--- config.mk ---
export PLATFORM = sky130hd
export DESIGN_NAME = score_keeper
export DESIGN_NICKNAME = d
export VERILOG_FILES = /design/src/rtl/score_keeper.sv
export SDC_FILE = /design/constraint.sdc
export NUM_CORES = 1
export LEC_CHECK = 0
export ABC_CLOCK_PERIOD_IN_PS = 3920
export BUFFER_PORTS_ARGS = -buffer_cell sky130_fd_sc_hd__buf_2
export CAP_MARGIN = 20
export CORE_MARGIN = 2
export CORE_UTILIZATION = 40
export DETAILED_ROUTE_END_ITERATION = 6
export PLACE_DENSITY_LB_ADDON = 0.15
export SLEW_MARGIN = 20
export SYNTH_ARGS = -nofsm -noshare
export SYNTH_HDL_FRONTEND = slang
export SYNTH_SLANG_ARGS = --single-unit
--- constraint.sdc ---
create_clock -name clk -period 3.92 [get_ports clk]
set_clock_uncertainty 0.15 [all_clocks]
set_input_delay 0 -clock clk [delete_from_list [all_inputs] [get_ports clk]]
set_output_delay 0 -clock clk [all_outputs]
set_load 0.01 [all_outputs]
--- src/rtl/score_keeper.sv ---
// Game controller: edge-detects start/hit/miss and keeps a BCD score, lives, a high score and the difficulty level.
// Latency: an event's effect is on the outputs after the clk edge that first samples the input high. All outputs are registered.
// Backpressure: none. The block accepts an event on every cycle, and holding an input high counts as one event.
//
// Ports:
//   clk, rst (synchronous, active-low)
//   start, hit, miss          level inputs, each rising level is one event
//   enable, difficulty        drive the frequency generator
//   score_tens/ones, hi_tens/ones   BCD current and high score
//   lives, game_over          remaining lives, and the OVER state flag
module score_keeper #(
    parameter int LIVES      = 3,
    parameter int LEVEL_STEP = 5,
    parameter int START_DIFF = 0
) (
    input  logic       clk,
    input  logic       rst,
    input  logic       start,
    input  logic       hit,
    input  logic       miss,
    output logic       enable,
    output logic [2:0] difficulty,
    output logic [3:0] score_tens,
    output logic [3:0] score_ones,
    output logic [3:0] hi_tens,
    output logic [3:0] hi_ones,
    output logic [3:0] lives,
    output logic       game_over
);

    localparam logic [3:0] LIVES_V = 4'(LIVES);
    localparam logic [3:0] STEP_V  = 4'(LEVEL_STEP);
    localparam logic [2:0] DIFF_V  = 3'(START_DIFF);

    typedef enum logic [1:0] {IDLE, PLAY, OVER} state_t;

    state_t     state;
    logic       start_q, hit_q, miss_q;
    logic [3:0] level_cnt;

    logic start_ev, hit_ev, miss_ev;
    logic score_gt_hi;
    logic score_max;

    assign start_ev = start & ~start_q;
    assign hit_ev   = hit   & ~hit_q;
    assign miss_ev  = miss  & ~miss_q;

    // BCD digits keep their order when the two digits are concatenated,
    // so a plain binary compare of the 8-bit values is correct.
    assign score_gt_hi = {score_tens, score_ones} > {hi_tens, hi_ones};
    assign score_max   = (score_tens == 4'd9) && (score_ones == 4'd9);

    always_ff @(posedge clk) begin
        if (!rst) begin
            state      <= IDLE;
            enable     <= 1'b0;
            game_over  <= 1'b0;
            score_tens <= 4'd0;
            score_ones <= 4'd0;
            hi_tens    <= 4'd0;
            hi_ones    <= 4'd0;
            lives      <= 4'd0;
            difficulty <= DIFF_V;
            level_cnt  <= 4'd0;
            start_q    <= 1'b0;
            hit_q      <= 1'b0;
            miss_q     <= 1'b0;
        end else begin
            start_q <= start;
            hit_q   <= hit;
            miss_q  <= miss;
            case (state)
                IDLE, OVER: begin
                    // Hit and miss events are ignored outside PLAY.
                    if (start_ev) begin
                        state      <= PLAY;
                        enable     <= 1'b1;
                        game_over  <= 1'b0;
                        score_tens <= 4'd0;
                        score_ones <= 4'd0;
                        lives      <= LIVES_V;
                        difficulty <= DIFF_V;
                        level_cnt  <= 4'd0;
                    end
                end
                PLAY: begin
                    if (miss_ev) begin
                        // A miss has priority. A hit on the same edge is discarded.
                        lives <= lives - 4'd1;
                        if (lives == 4'd1) begin
                            state     <= OVER;
                            enable    <= 1'b0;
                            game_over <= 1'b1;
                            if (score_gt_hi) begin
                                hi_tens <= score_tens;
                                hi_ones <= score_ones;
                            end
                        end
                    end else if (hit_ev) begin
                        if (!score_max) begin
                            if (score_ones == 4'd9) begin
                                score_ones <= 4'd0;
                                score_tens <= score_tens + 4'd1;
                            end else begin
                                score_ones <= score_ones + 4'd1;
                            end
                        end
                        // The level counter keeps counting when the score is saturated.
                        if (level_cnt + 4'd1 == STEP_V) begin
                            level_cnt <= 4'd0;
                            if (difficulty != 3'd7)
                                difficulty <= difficulty + 3'd1;
                        end else begin
                            level_cnt <= level_cnt + 4'd1;
                        end
                    end
                end
                default: begin
                    state     <= IDLE;
                    enable    <= 1'b0;
                    game_over <= 1'b0;
                end
            endcase
        end
    end

endmodule

==> results_dict.tcl, run 1 <==
set metrics [dict create \
    synth.distinct_cells 44 \
    syn_to_final_growth_pct 17.2 \
    yosys_most_used_dff "dfxtp_1" \
    crit_arrival_ns 2.34 \
    switching_share_pct 26.0 \
    finalHoldViolations 0 \
    path_delay_family "simple AND/OR/NAND/NOR gates" \
    syn_area_um2 1800 \
    grt-ovfl-total 0 \
    critPathMaxStageDelay_ns 0.57 \
    die-area_um2 5060 \
    period_minus_slack_ns 2.27 \
    peakVddDrop_v 0.000259 \
    status "complete, no violations" \
    path_cells "nor2b_1, nand2_4, or4b_4, or3b_1, o211ai_2" \
    antenna_found_initial 0 \
    synth_edf_count 0 \
    syn_nets 237 \
    cts_sinks 33 \
    fill_cells 409 \
    ys_seq_elements 33 \
    synthTopCellsByArea "dfxtp_1 37%, ha_1 13%, nand2_1 4.8%" \
    max_slew.worst_pin.slew_ns 0.644 \
    critPathCaptureType "register" \
    crit_required_ns 3.98 \
    dpl.hpwl_um 2700 \
    intPower_uw 519 \
    relSlewSlack_pct 57.0 \
    rsz0062_at_grt "false" \
    grt_start_max_net_pins 38 \
    p_switching_uw 182 \
    gp_congestion 0.708 \
    final_nets 271 \
    synth_top_cell_area_share_pct 36.7 \
    min_path_cells 3 \
    synth-seq-area-share_pct 36.7 \
    cts.path.max_buffers 2 \
    cp_max_fo 8 \
    hold_class "in -> reg" \
    setup_viol 0 \
    slowest_stage "nor2b_1" \
    io_buffer_count 29 \
    slew_violations 0 \
    synth_common_cells "33 x dfxtp_1, 23 x nand2_1, 18 x ha_1" \
    pin_count 30 \
    routed_via_density 5.15 \
    synthArstFlopShare_pct 0 \
    syn_inst 214 \
    initial_core_util_pct 41.4 \
    fp.coreArea_um2 4350 \
    synth_area_per_cell_um2 8.42 \
    post-synth-top-count-cell "dfxtp_1" \
    period_share_pct 58.0 \
    drive_gt1_share_pct 16.9 \
    htree_levels 2 \
    fin_setup_tns_ns 0 \
    path_buf_inv 0 \
    cts_buffers 5 \
    antennaDiodeCount 0 \
    p_leak_uw 0.000907 \
    grt_use_total_pct 16.2 \
    die_h_um 71.1 \
    wl_um 3640 \
    power_density_nw_per_um2 332 \
    drt_first_pass_iters 4 \
    grt_pass1_vias 1405 \
    cts_tree "built" \
    r2r_cells 5 \
    setup_ws_ns 1.65 \
    route.detailed.drc 0 \
    path_class "reg -> reg" \
    grt_pass1_wl_um 6620 \
    root_buffer "clkbuf_8" \
    drtAntennaViolNets 0 \
    yosysWarnings 0 \
    crit_cells 5 \
    max_freq_mhz 440 \
    combPwrFrac_pct 12.2 \
    wire_per_inst_um 12.1 \
    power_frac_seq_pct 51.0 \
    pre_cts_slack_ns 1.67 \
    yosys.area.top_type "dfxtp_1" \
    fp.dieW_um 71.1 \
    start_kind "register" \
    p_clk_share_pct 36.8 \
    path_clk_slew_ns 0.06 \
    drt_iter0_markers 60 \
    maxCapViolations 0 \
    via_count 1545 \
    fp-row-count 24 \
    clk_latency_ns 0.29 \
]
==> per-stage QoR <==
stage	util [%]	std cells	area, µm²	hold WS [ns]	total power (µW)
3_5_place_dp	45.8	290	2000	0.0921	450
6_report	48.5	300	2110	0.0962	701
5_1_grt	48.5	300	2110	0.142	740
4_1_cts	48.5	300	2110	0.0873	717
3_3_place_gp	45.8	290	2000	0.0877	449
2_1_floorplan	-	214	1800	-0.0283	425
==> sequential cells by signal (all words and copies together) (netlist names) <==
name,count
difficulty,3
enable,1
hi_ones,4
hi_tens,4
hit_q,1
level_cnt,4
lives,4
miss_q,1
score_ones,4
score_tens,4
start_q,1
state,2
==> worst reg2reg max path: stages (launching register included) <==
cell      delay (ns)
dfxtp_1         0.43
nor2b_1         0.57
nand2_4         0.08
or4b_4          0.51
or3b_1          0.40
o211ai_2        0.06
==> layer usage <==
metal / share of wire [%] / vias to the layer above / track usage (%)
met4: 1.4 / 0 / 5.03
met3: 4.3 / 4 / 4.27
li1: - / 823 / -
met5: 0 / - / 0
met2: 44 / 23 / 25.5
met1: 50 / 695 / 21.6
==> final cells by class <==
class | instances | area, µm² | area share (%)
well taps | 52 | 65.1 | 3.08
repair buffers | 34 | 190 | 9.00
multi-input cells | 158 | 1050 | 49.7
inverters | 16 | 60.1 | 2.84
flip-flops and latches | 33 | 661 | 31.3
clock buffers | 7 | 86.3 | 4.09
==> layout by cell type (no fill, tap or decap), drive strengths merged <==
cell,count
nor3b,2
and2,3
nand4b,1
o22ai,2
nand4,3
clkbuf,7
ha,18
o211ai,2
nor4bb,1
xor2,4
or2b,1
or4,3
and3b,2
o211a,1
or2,1
mux2i,2
o311ai,1
o311a,1
o31ai,1
or4b,1
a22oi,2
nor3,5
o21ai,17
a21oi,13
o21a,2
inv,16
dfxtp,33
nand3,15
or3,1
or4bb,1
a21boi,4
nand2,24
nor2,9
dlygate4sd3,3
or3b,2
buf,31
nand3b,2
nand2b,3
a211oi,1
nor2b,7
==> worst paths after layout <==
path / startpoint / endpoint / slack, ns
setup / recovery: state[0] / score_ones[2] / 1.65
setup reg to reg: state[0] / score_ones[2] / 1.65
hold reg to reg: difficulty[1] / difficulty[1] / 0.33
hold / removal: rst / lives[0] / 0.1
==> power by group through the flow <==
stage | logic, µW | registers [µW] | clock network, µW
2_1_floorplan | 58.9 | 366 | 0
4_1_cts | 86.9 | 358 | 273
5_1_grt | 98.4 | 360 | 282
3_3_place_gp | 83.8 | 365 | 0
6_report | 85.8 | 358 | 258
3_5_place_dp | 84.3 | 365 | 0
==> kinds of logic (layout without fill, tap and decap cells) <==
logic type      count (synthesis)  count (layout)  share of synthesized area [%]
compound gates                 47              47                           15.9
xor+xnor                        4               4                           1.94
fa+ha+maj                      18              18                           12.5
buf+inv                        23              57                           5.07
flops                          33              33                           36.7
mux                             2               2                           1.11
simple gates                   87              87                           26.8
==> repair_timing <==
item                      CTS  global route
hold endpoints to repair    3             0
setup buffers               0             0
hold buffers                3             0
resized for setup           0             0
Power figures use the tool's default switching activity.
==> run 2, diff against run 1 <==
--- a/config.mk
+++ b/config.mk
@@ -5,7 +5,7 @@
 export SDC_FILE = /design/constraint.sdc
 export NUM_CORES = 1
 export LEC_CHECK = 0
-export ABC_CLOCK_PERIOD_IN_PS = 3920
+export ABC_CLOCK_PERIOD_IN_PS = 2250
 export BUFFER_PORTS_ARGS = -buffer_cell sky130_fd_sc_hd__buf_2
 export CAP_MARGIN = 20
 export CORE_MARGIN = 2
==> constraint.sdc (replaced) <==
create_clock -name clk -period 2.25 [get_ports clk]
set_clock_uncertainty 0.15 [all_clocks]
set_input_delay 0 -clock clk [delete_from_list [all_inputs] [get_ports clk]]
set_output_delay 0 -clock clk [all_outputs]
set_load 0.01 [all_outputs]
==> run 2 against run 1 <==
  * Non-clock buffer count increased by 11
  * Sequential power increased by 72%
  * Final area up 4.4%
  * Final cell count rose by 3.7%
  * Register-to-register slack worse by 1.5 ns
  * Count of clock-buffer cells in the layout did not move
  * Core utilization up 2.2 points
  * Flip-flop and latch count stayed put
  * First-iteration DRC count up 3.3%
  * Largest power group unchanged
  * Die area unchanged
==> results_dict.tcl, run 2 (same netlist as run 1, synthesis figures left out) <==
set metrics [dict create \
    cts_buffers 5 \
    rsz0062_at_grt "false" \
    final_nets 282 \
    grt_pass1_vias 1466 \
    crit_arrival_ns 2.18 \
    wire_per_inst_um 12.8 \
    slew_violations 0 \
    root_buffer "clkbuf_8" \
    io_buffer_count 29 \
    syn_to_final_growth_pct 22.4 \
    cts_sinks 33 \
    pre_cts_slack_ns 0.0849 \
    cts.path.max_buffers 2 \
    peakVddDrop_v 0.000480 \
    regToRegSetupSlack_ns 0.13 \
    drtAntennaViolNets 0 \
    crit_required_ns 2.30 \
    relSlewSlack_pct 69.6 \
    pin_count 30 \
    drive_gt1_share_pct 20.8 \
    path_clk_slew_ns 0.07 \
    grt_pass1_wl_um 6910 \
    fin_setup_tns_ns 0 \
    cp_max_fo 7 \
    htree_levels 2 \
    antennaDiodeCount 0 \
    antenna_found_initial 0 \
    clk_latency_ns 0.28 \
    finalHoldViolations 0 \
    post-cts-setup-buffers 0 \
    fp-row-count 24 \
    critPathCaptureType "register" \
    drt_first_pass_iters 4 \
    max_slew.worst_pin.slew_ns 0.450 \
    max_freq_mhz 471 \
    die_h_um 71.1 \
    period_minus_slack_ns 2.12 \
    initial_core_util_pct 41.4 \
    grt_use_total_pct 17.1 \
    via_count 1590 \
    fp.dieW_um 71.1 \
    die-area_um2 5060 \
    maxCapViolations 0 \
    gp_congestion 0.757 \
    setup_ws_ns 0.128 \
    p_leak_uw 0.000968 \
    dpl.hpwl_um 2880 \
    setup_viol 0 \
    period_share_pct 94.3 \
    wl_um 3970 \
    hold_class "reg -> reg" \
    grt_start_max_net_pins 37 \
    cts_tree "built" \
    grt-ovfl-total 0 \
    drt_iter0_markers 62 \
    routed_via_density 5.11 \
    final_common_cell "dfxtp_1" \
    route.detailed.drc 0 \
    status "complete, no violations" \
    start_kind "register" \
    final_design_area_no_fill_um2 2210 \
    fp.coreArea_um2 4350 \
    postPlaceCellArea_um2 2070 \
    power_density_nw_per_um2 566 \
    path_class "reg -> reg" \
    layout_common_cells "33 x dfxtp_1, 29 x buf_2, 23 x nand2_1" \
]
==> run 2: changes by cell type in the layout (fill, tap and decap cells not counted), sizes merged <==
cell         delta
buf            +10
dlygate4sd3     +1
==> run 2: final cells by class <==
cell class | instances | area [µm²]
fill | 424 | 2150
multi-input combinational | 158 | 1060
sequential | 33 | 661
timing repair buffer | 45 | 275
clock buffer | 7 | 86.3
tap | 52 | 65.1
inverter | 16 | 60.1
==> run 2: per-stage QoR <==
stage               cells  hold slack (ns)  power [µW]  utilization, %
floorplan             214          -0.0283         740               -
global placement      300           0.0746         804            47.6
detailed placement    300           0.0828         807            47.6
CTS                   311            0.331        1270            50.5
global route          311            0.363        1320            50.7
finish                311            0.330        1250            50.7
==> run 2: path summary, 6_finish.rpt <==
kind                               startpoint            end  cells after the start
worst min-delay path            difficulty[2]  difficulty[2]                      2
worst max-delay path             level_cnt[0]  difficulty[0]                      7
worst max register to register   level_cnt[0]  difficulty[0]                      7
worst min register to register  difficulty[2]  difficulty[2]                      2
==> run 2: power by group <==
part           internal, µW  total, µW  switching (µW)
registers               602        617            15.7
logic                  78.8        182             103
clock network           243        449             206
total                   923       1250             325
==> run 2: routing by layer <==
layer | up-vias | routed length [µm] | track usage, %
met2 | 15 | 1900 | 26.6
li1 | 844 | - | -
met1 | 729 | 1970 | 23.8
met5 | - | 0 | 0
met4 | 0 | 25 | 4.40
met3 | 2 | 83 | 4.27
==> run 2: worst max-delay path: stages, from the launching register on <==
cell and delay (ns):
dfxtp_1 0.36, inv_1 0.07, ha_1 0.15, or4bb_1 0.50, o31ai_2 0.14, a21oi_2 0.12
or4_1 0.40, a21boi_0 0.16
==> run 2: what timing repair did <==
action	4_1_cts	5_1_grt
setup endpoints to repair	0	1
endpoints found under the hold margin	5	0
hold buffers	4	0
gates resized for setup	0	2
==> run 3, diff against run 2 <==
--- a/config.mk
+++ b/config.mk
@@ -12,6 +12,7 @@
 export CORE_UTILIZATION = 40
 export DETAILED_ROUTE_END_ITERATION = 6
 export PLACE_DENSITY_LB_ADDON = 0.15
+export SETUP_SLACK_MARGIN = 0.3
 export SLEW_MARGIN = 20
 export SYNTH_ARGS = -nofsm -noshare
 export SYNTH_HDL_FRONTEND = slang
==> run 3 against run 2 <==
  * Global-route usage is 0.089 points lower
  * Combinational power decreased by 4%
  * Count of clock-buffer cells in the layout is 1 lower
  * Fmax grew 5.5%
==> results_dict.tcl, run 3 (same netlist as run 1, synthesis figures left out) <==
set metrics [dict create \
    regToRegSetupSlack_ns 0.24 \
    fp.dieW_um 71.1 \
    io_buffer_count 29 \
    antennaDiodeCount 0 \
    peakVddDrop_v 0.000365 \
    htree_levels 2 \
    slew_violations 0 \
    wire_per_inst_um 12.6 \
    cts_buffers 5 \
    antenna_found_initial 0 \
    grt_pass1_vias 1463 \
    syn_to_final_growth_pct 25.0 \
    p_leak_uw 0.000959 \
    cts_sinks 33 \
    fill_cells 438 \
    max_slew.worst_pin.slew_ns 0.415 \
    crit_arrival_ns 2.08 \
    finalHoldViolations 0 \
    fin_setup_tns_ns 0 \
    grt_start_max_net_pins 37 \
    endpoint "score_ones[2]" \
    rsz0062_at_grt "true" \
    start_kind "register" \
    relSlewSlack_pct 72.3 \
    drtAntennaViolNets 0 \
    cp_max_fo 6 \
    via_count 1573 \
    startpoint "score_ones[1]" \
    fp-row-count 24 \
    wl_um 3910 \
    cts.path.max_buffers 2 \
    power_density_nw_per_um2 545 \
    fp.coreArea_um2 4350 \
    die_h_um 71.1 \
    pin_count 30 \
    die-area_um2 5060 \
    final_nets 279 \
    setup_viol 0 \
    rr_startpoint "score_ones[1]" \
    dpl.hpwl_um 2860 \
    period_minus_slack_ns 2.01 \
    grt_pass1_wl_um 6730 \
    final_common_cell "buf_2" \
    cts_tree "built" \
    route.detailed.drc 0 \
    holdWs_ns 0.324 \
    drt_iter0_markers 60 \
    path_class "reg -> reg" \
    grt-ovfl-total 0 \
    period_share_pct 89.4 \
    max_freq_mhz 497 \
    status "complete, no violations" \
    r2r_end "score_ones[2]" \
    drive_gt1_share_pct 26.8 \
    gp_congestion 0.712 \
    crit_required_ns 2.32 \
    hold_class "reg -> reg" \
    post-cts-setup-buffers 0 \
    path_clk_slew_ns 0.06 \
    root_buffer "clkbuf_8" \
    critPathCaptureType "register" \
    clk_latency_ns 0.29 \
    initial_core_util_pct 41.4 \
    routed_via_density 5.09 \
    r2r_cells 7 \
    layout_common_cells "29 x buf_2, 23 x nand2_1, 23 x dfxtp_1" \
    grt_use_total_pct 17.0 \
    drt_first_pass_iters 4 \
    maxCapViolations 0 \
]
run 3: worst min-delay path by stage:
stage,from,endpoint,cells after the start
5_1_grt,difficulty[2],difficulty[2],2
4_1_cts,difficulty[1],difficulty[1],2
3_3_place_gp,hit,hit_q,2
6_report,difficulty[1],difficulty[1],2
3_5_place_dp,hit,hit_q,2
2_1_floorplan,hit,hit_q,1
run 3: critical path, stage by stage (launching register included):
cell and delay, ns:
dfxtp_2 0.38, inv_1 0.05, ha_1 0.17, nand3b_1 0.15, nand2_4 0.07, or4b_4 0.51, or3b_1 0.40, o211ai_2 0.06
run 3: cell type report:
class	instances	area, µm²	share of cell area (%)
multi-input cells	158	1110	49.4
flip-flops and latches	33	678	30.1
repair buffers	42	253	11.2
clock buffers	6	72.6	3.22
well taps	52	65.1	2.89
inverters	16	60.1	2.67
clock inverters	2	10.0	0.444
run 3: timing repair:
action	CTS	global route
hold buffers	4	0
setup endpoints to repair	4	18
gates resized for setup	4	6
endpoints found under the hold margin	4	0
run 3: through the flow:
| step | instance area (µm²) | power [µW] | util (%) | setup slack [ns] | instances |
|---|---|---|---|---|---|
| after global routing | 2250 | 1310 | 51.7 | 0.170 | 309 |
| after floorplan | 1860 | 743 | - | 0.300 | 214 |
| after CTS | 2240 | 1250 | 51.4 | 0.206 | 309 |
| after detailed placement | 2100 | 805 | 48.3 | 0.195 | 297 |
| final | 2250 | 1230 | 51.7 | 0.238 | 309 |
| after global placement | 2100 | 803 | 48.3 | 0.237 | 297 |
run 3: layer usage:
layer / GRT usage, % / share of wire, % / up-vias
met5: 0 / 0 / -
met4: 5.66 / 1.3 / 0
met3: 5.70 / 4.2 / 6
met2: 27.2 / 44 / 23
met1: 21.6 / 51 / 710
li1: - / - / 834
run 3: power by group:
| group | switching, µW | internal, µW |
|---|---|---|
| clock network | 216 | 214 |
| logic | 96.2 | 78.5 |
| registers | 22.4 | 601 |
